$ cat src/rtl/led_pattern_sequencer_if.sv
// ---------------------------------------------------------------------------
// led_pattern_sequencer_if
//   Groups the board-facing signals of the LED pattern sequencer.
//
//   BTN    push-button, active-high, asynchronous to CLK
//   PAUSE  1 freezes the step timer and the pattern
//   DIP    [0] step speed select (0 fast, 1 slow), [1] auto-cycle enable
//   LED    active-low LED bank drive
//   MODE   current pattern mode
//   STEP   one-cycle pulse on each pattern update
//
//   master : the board / stimulus side (drives BTN, PAUSE, DIP)
//   slave  : the sequencer (drives LED, MODE, STEP)
// ---------------------------------------------------------------------------
interface led_pattern_sequencer_if;
    logic        BTN;
    logic        PAUSE;
    logic [1:0]  DIP;
    logic [15:0] LED;
    logic [1:0]  MODE;
    logic        STEP;

    modport master (
        output BTN,
        output PAUSE,
        output DIP,
        input  LED,
        input  MODE,
        input  STEP
    );

    modport slave (
        input  BTN,
        input  PAUSE,
        input  DIP,
        output LED,
        output MODE,
        output STEP
    );
endinterface

$ cat src/rtl/led_pattern_sequencer.sv
// ---------------------------------------------------------------------------
// led_pattern_sequencer
//   Single-clock controller for the 16-LED bank. A free-running step timer
//   produces a clock enable; on each enable the pattern P advances according
//   to the current mode (rotate left, rotate right, bounce, fill). A debounced
//   push-button, or an automatic advance after STEPS_PER_MODE steps, moves to
//   the next mode and restarts the pattern from 16'h0001.
//
// Ports
//   CLK    system clock
//   RESET  asynchronous, active-low reset
//   bus    slave modport of led_pattern_sequencer_if:
//            BTN, PAUSE, DIP in; LED (= ~P), MODE, STEP out, all registered
//
// Parameters
//   FAST_DIV        CLK cycles per step with DIP[0]=0 (>= 2)
//   SLOW_DIV        CLK cycles per step with DIP[0]=1 (>= 2)
//   DEB_CYCLES      consecutive stable cycles to accept a new button level
//   STEPS_PER_MODE  steps per mode before an auto-advance (>= 1)
// ---------------------------------------------------------------------------
module led_pattern_sequencer #(
    parameter int FAST_DIV       = 2097152,
    parameter int SLOW_DIV       = 8388608,
    parameter int DEB_CYCLES     = 65536,
    parameter int STEPS_PER_MODE = 32
) (
    input  logic                   CLK,
    input  logic                   RESET,
    led_pattern_sequencer_if.slave bus
);

    localparam int MAX_DIV = (FAST_DIV > SLOW_DIV) ? FAST_DIV : SLOW_DIV;
    localparam int CNT_W   = $clog2(MAX_DIV);
    localparam int DEB_W   = (DEB_CYCLES > 1) ? $clog2(DEB_CYCLES) : 1;
    localparam int STEP_W  = (STEPS_PER_MODE > 1) ? $clog2(STEPS_PER_MODE) : 1;

    localparam logic [CNT_W-1:0]  FAST_LIM = CNT_W'(FAST_DIV - 1);
    localparam logic [CNT_W-1:0]  SLOW_LIM = CNT_W'(SLOW_DIV - 1);
    localparam logic [DEB_W-1:0]  DEB_LIM  = DEB_W'(DEB_CYCLES - 1);
    localparam logic [STEP_W-1:0] STEP_LIM = STEP_W'(STEPS_PER_MODE - 1);

    localparam logic [15:0] PAT_INIT = 16'h0001;

    typedef enum logic [1:0] {
        ROT_L  = 2'd0,
        ROT_R  = 2'd1,
        BOUNCE = 2'd2,
        FILL   = 2'd3
    } mode_t;

    localparam logic DIR_L = 1'b0;
    localparam logic DIR_R = 1'b1;

    // -----------------------------------------------------------------------
    // Pattern helpers
    // -----------------------------------------------------------------------
    function automatic logic [15:0] next_pat(input mode_t mode,
                                             input logic [15:0] p,
                                             input logic dir);
        case (mode)
            ROT_L:   next_pat = {p[14:0], p[15]};
            ROT_R:   next_pat = {p[0], p[15:1]};
            // Reversal happens on the step that leaves an end position, so
            // each end LED is lit for exactly one step (30-step period).
            BOUNCE: begin
                if (dir == DIR_L) next_pat = p[15] ? (p >> 1) : (p << 1);
                else              next_pat = p[0]  ? (p << 1) : (p >> 1);
            end
            default: next_pat = (p == 16'hFFFF) ? PAT_INIT : {p[14:0], 1'b1};
        endcase
    endfunction

    function automatic logic next_dir(input mode_t mode,
                                      input logic [15:0] p,
                                      input logic dir);
        next_dir = dir;
        if (mode == BOUNCE) begin
            if (dir == DIR_L && p[15])     next_dir = DIR_R;
            else if (dir == DIR_R && p[0]) next_dir = DIR_L;
        end
    endfunction

    function automatic mode_t next_mode(input mode_t mode);
        case (mode)
            ROT_L:   next_mode = ROT_R;
            ROT_R:   next_mode = BOUNCE;
            BOUNCE:  next_mode = FILL;
            default: next_mode = ROT_L;
        endcase
    endfunction

    // -----------------------------------------------------------------------
    // State
    // -----------------------------------------------------------------------
    logic [CNT_W-1:0]  tick_cnt,  tick_cnt_d;
    logic              step_q,    step_d;
    logic [15:0]       pat_q,     pat_d;
    logic [15:0]       led_q,     led_d;
    mode_t             mode_q,    mode_d;
    logic              dir_q,     dir_d;
    logic [STEP_W-1:0] step_cnt,  step_cnt_d;
    logic              sync_a,    sync_b;
    logic [DEB_W-1:0]  deb_cnt,   deb_cnt_d;
    logic              deb_lvl,   deb_lvl_d;
    logic              press_q,   press_d;

    logic [CNT_W-1:0]  div_lim;
    logic              tick;
    logic              auto_adv;
    logic              advance;

    // -----------------------------------------------------------------------
    // Next-state logic
    // -----------------------------------------------------------------------
    always_comb begin
        div_lim    = bus.DIP[0] ? SLOW_LIM : FAST_LIM;
        // ">=" rather than "==" so a switch to the faster rate while the
        // count is already past the new limit still ticks immediately.
        tick       = !bus.PAUSE && (tick_cnt >= div_lim);
        // step_q marks the cycle the last step became visible; the advance
        // therefore lands one cycle after the STEPS_PER_MODE-th STEP pulse.
        auto_adv   = bus.DIP[1] && step_q && (step_cnt == STEP_LIM);
        // Press and auto-advance share one path, so coincident events merge.
        advance    = press_q || auto_adv;

        tick_cnt_d = tick_cnt;
        step_d     = 1'b0;
        pat_d      = pat_q;
        dir_d      = dir_q;
        mode_d     = mode_q;
        step_cnt_d = step_cnt;
        deb_cnt_d  = deb_cnt;
        deb_lvl_d  = deb_lvl;
        press_d    = 1'b0;

        // Step timer and pattern; an advance wins over a coincident tick.
        if (advance) begin
            tick_cnt_d = '0;
            mode_d     = next_mode(mode_q);
            pat_d      = PAT_INIT;
            dir_d      = DIR_L;
        end else if (!bus.PAUSE) begin
            if (tick) begin
                tick_cnt_d = '0;
                step_d     = 1'b1;
                pat_d      = next_pat(mode_q, pat_q, dir_q);
                dir_d      = next_dir(mode_q, pat_q, dir_q);
            end else begin
                tick_cnt_d = tick_cnt + 1'b1;
            end
        end

        led_d = ~pat_d;

        // Steps taken in the current mode; only meaningful with auto-cycle.
        if (advance || !bus.DIP[1]) begin
            step_cnt_d = '0;
        end else if (step_q) begin
            step_cnt_d = step_cnt + 1'b1;
        end

        // Debounce: count consecutive cycles the synchronized level differs
        // from the accepted level; any agreement restarts the count.
        if (sync_b == deb_lvl) begin
            deb_cnt_d = '0;
        end else if (deb_cnt == DEB_LIM) begin
            deb_cnt_d = '0;
            deb_lvl_d = sync_b;
            press_d   = sync_b;
        end else begin
            deb_cnt_d = deb_cnt + 1'b1;
        end
    end

    // -----------------------------------------------------------------------
    // State registers
    // -----------------------------------------------------------------------
    always_ff @(posedge CLK or negedge RESET) begin
        if (!RESET) begin
            tick_cnt <= '0;
            step_q   <= 1'b0;
            pat_q    <= PAT_INIT;
            led_q    <= ~PAT_INIT;
            mode_q   <= ROT_L;
            dir_q    <= DIR_L;
            step_cnt <= '0;
            sync_a   <= 1'b0;
            sync_b   <= 1'b0;
            deb_cnt  <= '0;
            deb_lvl  <= 1'b0;
            press_q  <= 1'b0;
        end else begin
            tick_cnt <= tick_cnt_d;
            step_q   <= step_d;
            pat_q    <= pat_d;
            led_q    <= led_d;
            mode_q   <= mode_d;
            dir_q    <= dir_d;
            step_cnt <= step_cnt_d;
            sync_a   <= bus.BTN;
            sync_b   <= sync_a;
            deb_cnt  <= deb_cnt_d;
            deb_lvl  <= deb_lvl_d;
            press_q  <= press_d;
        end
    end

    assign bus.LED  = led_q;
    assign bus.MODE = mode_q;
    assign bus.STEP = step_q;

endmodule

$ cat src/flat_wrapper.sv
// flat-port wrapper written by rule: the top's interface ports become plain ports
module led_pattern_sequencer_flat 
#(
    parameter int FAST_DIV       = 2097152,
    parameter int SLOW_DIV       = 8388608,
    parameter int DEB_CYCLES     = 65536,
    parameter int STEPS_PER_MODE = 32
)
  (CLK, RESET, bus_BTN, bus_PAUSE, bus_DIP, bus_LED, bus_MODE, bus_STEP);
  led_pattern_sequencer_if bus_i ();
  input  logic CLK;
  input  logic RESET;
  input wire logic [$bits(bus_i.BTN)-1:0] bus_BTN;
  input wire logic [$bits(bus_i.PAUSE)-1:0] bus_PAUSE;
  input wire logic [$bits(bus_i.DIP)-1:0] bus_DIP;
  output wire logic [$bits(bus_i.LED)-1:0] bus_LED;
  output wire logic [$bits(bus_i.MODE)-1:0] bus_MODE;
  output wire logic [$bits(bus_i.STEP)-1:0] bus_STEP;
  assign bus_i.BTN = bus_BTN;
  assign bus_i.PAUSE = bus_PAUSE;
  assign bus_i.DIP = bus_DIP;
  assign bus_LED = bus_i.LED;
  assign bus_MODE = bus_i.MODE;
  assign bus_STEP = bus_i.STEP;
  led_pattern_sequencer #(.FAST_DIV(FAST_DIV), .SLOW_DIV(SLOW_DIV), .DEB_CYCLES(DEB_CYCLES), .STEPS_PER_MODE(STEPS_PER_MODE)) u_core (.CLK(CLK), .RESET(RESET), .bus(bus_i));
endmodule
$ cat config.mk
export PLATFORM = sky130hd
export DESIGN_NAME = led_pattern_sequencer_flat
export DESIGN_NICKNAME = d
export VERILOG_FILES = /design/src/rtl/led_pattern_sequencer_if.sv /design/src/rtl/led_pattern_sequencer.sv /design/src/flat_wrapper.sv
export SDC_FILE = /design/constraint.sdc
export NUM_CORES = 1
export LEC_CHECK = 0
export BUFFER_PORTS_ARGS = -buffer_cell sky130_fd_sc_hd__buf_2
export CELL_PAD_IN_SITES_DETAIL_PLACEMENT = 1
export CELL_PAD_IN_SITES_GLOBAL_PLACEMENT = 1
export CORE_MARGIN = 1.5
export CORE_UTILIZATION = 52
export CTS_CLUSTER_DIAMETER = 120
export DETAILED_ROUTE_END_ITERATION = 12
export GPL_TIMING_DRIVEN = 0
export PLACE_DENSITY_LB_ADDON = 0.1
export SETUP_SLACK_MARGIN = 0.02
export SLEW_MARGIN = 20
export SYNTH_ARGS = -nofsm -noshare
export SYNTH_HDL_FRONTEND = slang
export SYNTH_SLANG_ARGS = --single-unit
$ cat constraint.sdc
create_clock -name CLK -period 3.9 [get_ports CLK]
set_clock_uncertainty 0.05 [all_clocks]
set_input_delay 0.585 -clock CLK [delete_from_list [all_inputs] [get_ports CLK]]
set_output_delay 0.585 -clock CLK [all_outputs]
set_load 0.03 [all_outputs]
==> out/qor.csv <==
stage;metric;value;unit
cts;cts_root_buffer;clkbuf_8;
synth;synth_edf_count;0;
finish;synthToLayoutAreaGrowth;11.57;%
critical_path;cp.arrival;2760;ps
synth;synth_flop_cell;dfrtp_1;
placement;port_buffers;23;
synth;async_flop_share;1.000;
cts;cts_buffer_depth;2;
die;row_count;32;
global_route;antenna_found_initial;0;
hold_path;hp-class;input port to async pin;
synth;syn_nets;447;
die;fp.dieH;93.74;microns
synth;avgSynthCellArea;9.934;sq um
drt;routed_wl;10890;microns
critical_path;start_kind;flop;
cts;htree_levels;3;
critical_path;critPathMaxFanout;6;
job;drv_cap;0;
critical_path;timing.rr.start;u_core.step_cnt[0];
cts;cts.sinks;84;
global_route;grt_max_degree;56;
pwr;leakagePower;2.105;nW
synth;ys_ff_latch;84;
status;status;finished clean;
timing;max_slew.worst_pin.slew;890.4;ps
placement;hpwl;7657;microns
drt;vias;3438;
critical_path;crit_required;4090;ps
drt;vias_per_cell;6.000;
cts;cts_hold_buf;0;
finish;fin_cells;573;
global_route;grtUsageTotal;0.2712;
die;initial_core_util;0.5456;
synth;synth_warnings;0;
timing;finalCritPeriodShare;0.6593;
finish;nets;482;
cts;cts_setup_buffers;0;
cts;cts_tree;yes;
placement;dp.cells;557;
synth;synthCells;431;
die;core_area;7848;sq um
timing;drv_slew;0;
drt;first_iter_violations;94;
drt;post-route-drc-count;0;
die;dieArea;8787;sq um
critical_path;end_kind;flop;
critical_path;r2r_slack;1330;ps
cts;clock_latency;360;ps
drt;dr.pass1.iters;4;
global_route;grt_pass1_wl;18370;microns
synth;yosysSeqAreaShare;0.4956;
finish;drive_gt1_frac;0.1656;
timing;relSlewSlack;0.4064;
cts;clk_pin_slew;90;ps
timing;finalSetupTns;0;ps
synth;synth_cell_types;49;
critical_path;crit_type;flop to flop;
pwr;p_per_area;376.7;nW/um^2
placement;place.gp.congestion;0.8487;
critical_path;startpoint;u_core.step_cnt[0];
synth;syn-cell-area;4282;sq um
cts;cts-resized-gates;0;
drt;ant_nets;0;
global_route;grt_overflow;0;
finish;antennaDiodeCount;0;
global_route;grt_pass1_vias;3743;
timing;setup_viol;0;
die;boundaryPins;25;
timing;fin_crit;2571;ps
pwr;ir_drop;0.2012;mV
drt;wire_per_inst;19.00;microns
timing;hold_viol_final;0;
timing;rsz0062_at_grt;false;
timing;clock.fmax;388.9;MHz
cts;cts_buffers;9;
die;die_width;93.74;microns
-- final cells by class --
cell class	instances	area, sq um
clock inverter	6	95.09
inverter	12	45.04
timing repair buffer	24	145.1
buffer	22	111.4
tap	102	127.6
sequential	84	2122
fill	894	3070
clock buffer	10	127.6
multi-input combinational	313	2003
-- critical path, cell delays in order (launching register included) --
cell	delay, ps
dfrtp_1	400
ha_1	180
and3_1	170
ha_1	170
a31oi_1	210
a211oi_1	800
nand3_1	220
xor2_1	190
nor2_1	60
-- logic make-up after synthesis --
group           after synthesis  synth area share
simple gates                163            0.1882
compound gates               97            0.1613
flops                        84            0.4956
xor+xnor                     40           0.08182
buf+inv                      34           0.03653
fa+ha+maj                    10           0.02922
mux                           3          0.007306
-- cells in the mapped netlist, drive strengths merged, types with 3 or more instances --
| library cell | count | area [sq um] |
|---|---|---|
| dfrtp | 68 | 1702 |
| nor2 | 58 | 217.7 |
| o21ai | 32 | 160.2 |
| nand2 | 31 | 116.4 |
| nand3 | 26 | 135.1 |
| xor2 | 25 | 219.0 |
| nand4 | 17 | 121.4 |
| dfstp | 16 | 420.4 |
| xnor2 | 15 | 131.4 |
| clkbuf | 13 | 50.04 |
| inv | 12 | 45.04 |
| a22o | 10 | 87.58 |
| ha | 10 | 125.1 |
| o21a | 10 | 75.07 |
| o311ai | 10 | 87.58 |
| buf | 9 | 61.31 |
| a31o | 8 | 70.07 |
| a31oi | 8 | 50.05 |
| and3 | 8 | 50.05 |
| a21oi | 7 | 38.79 |
| nor2b | 4 | 25.02 |
| nor3 | 4 | 20.02 |
| nor3b | 4 | 30.03 |
| and4 | 3 | 26.28 |
| nor4 | 3 | 31.28 |
-- per-stage QoR --
step / util / total power [mW] / area, sq um / hold slack, ps / worst slack [ps]
finish: 0.6087 / 1.800 / 4777 / 97.13 / 1329
global route: 0.6087 / 1.877 / 4777 / 102.9 / 1213
CTS: 0.6087 / 1.821 / 4777 / 98.05 / 1336
detailed placement: 0.5804 / 1.113 / 4554 / 291.2 / 1254
global placement: 0.5765 / 1.091 / 4524 / 292.7 / 1343
floorplan: - / 1.051 / 4282 / 239.4 / 1735
-- routing by layer --
| layer | share of wire | track usage | up-vias |
|---|---|---|---|
| li1 | - | - | 1607 |
| met1 | 0.42 | 0.3137 | 1762 |
| met2 | 0.54 | 0.5000 | 56 |
| met3 | 0.030 | 0.05744 | 13 |
| met4 | 0.014 | 0.08085 | 0 |
| met5 | 0 | 0 | - |
-- worst paths after layout --
kind	cells after the start	to
min reg2reg	0	u_core.sync_b
max in group asynchronous	2	u_core.bus.LED[1]
max reg2reg	8	u_core.tick_cnt[9]
max	8	u_core.tick_cnt[9]
min	1	u_core.deb_cnt[6]
min in group CLK	1	u_core.sync_a
-- cells in the final DEF, fill, tap and decap left out, types with 12 or more instances in the layout --
master and instances:
nand3_1 25, buf_2 26, inv_1 12, dfstp_2 16, xor2_1 25, dfrtp_1 68
nor2_1 58, clkbuf_1 13, nand2_1 31, o21ai_0 32, nand4_1 16, xnor2_1 15
-- flip-flops by register name (all words and copies together), names as in the netlist --
| name | count |
|---|---|
| u_core.bus.LED | 16 |
| u_core.bus.MODE | 2 |
| u_core.bus.STEP | 1 |
| u_core.deb_cnt | 16 |
| u_core.deb_lvl | 1 |
| u_core.dir_q | 1 |
| u_core.pat_q | 16 |
| u_core.press_q | 1 |
| u_core.step_cnt | 5 |
| u_core.sync_a | 1 |
| u_core.sync_b | 1 |
| u_core.tick_cnt | 23 |
-- power breakdown --
part	internal (mW)	switching, mW	leakage (nW)
registers	0.913	0.0485	1.07
clock network	0.368	0.332	0.111
logic	0.0545	0.0840	0.929
(Power assumes the default switching activity.)
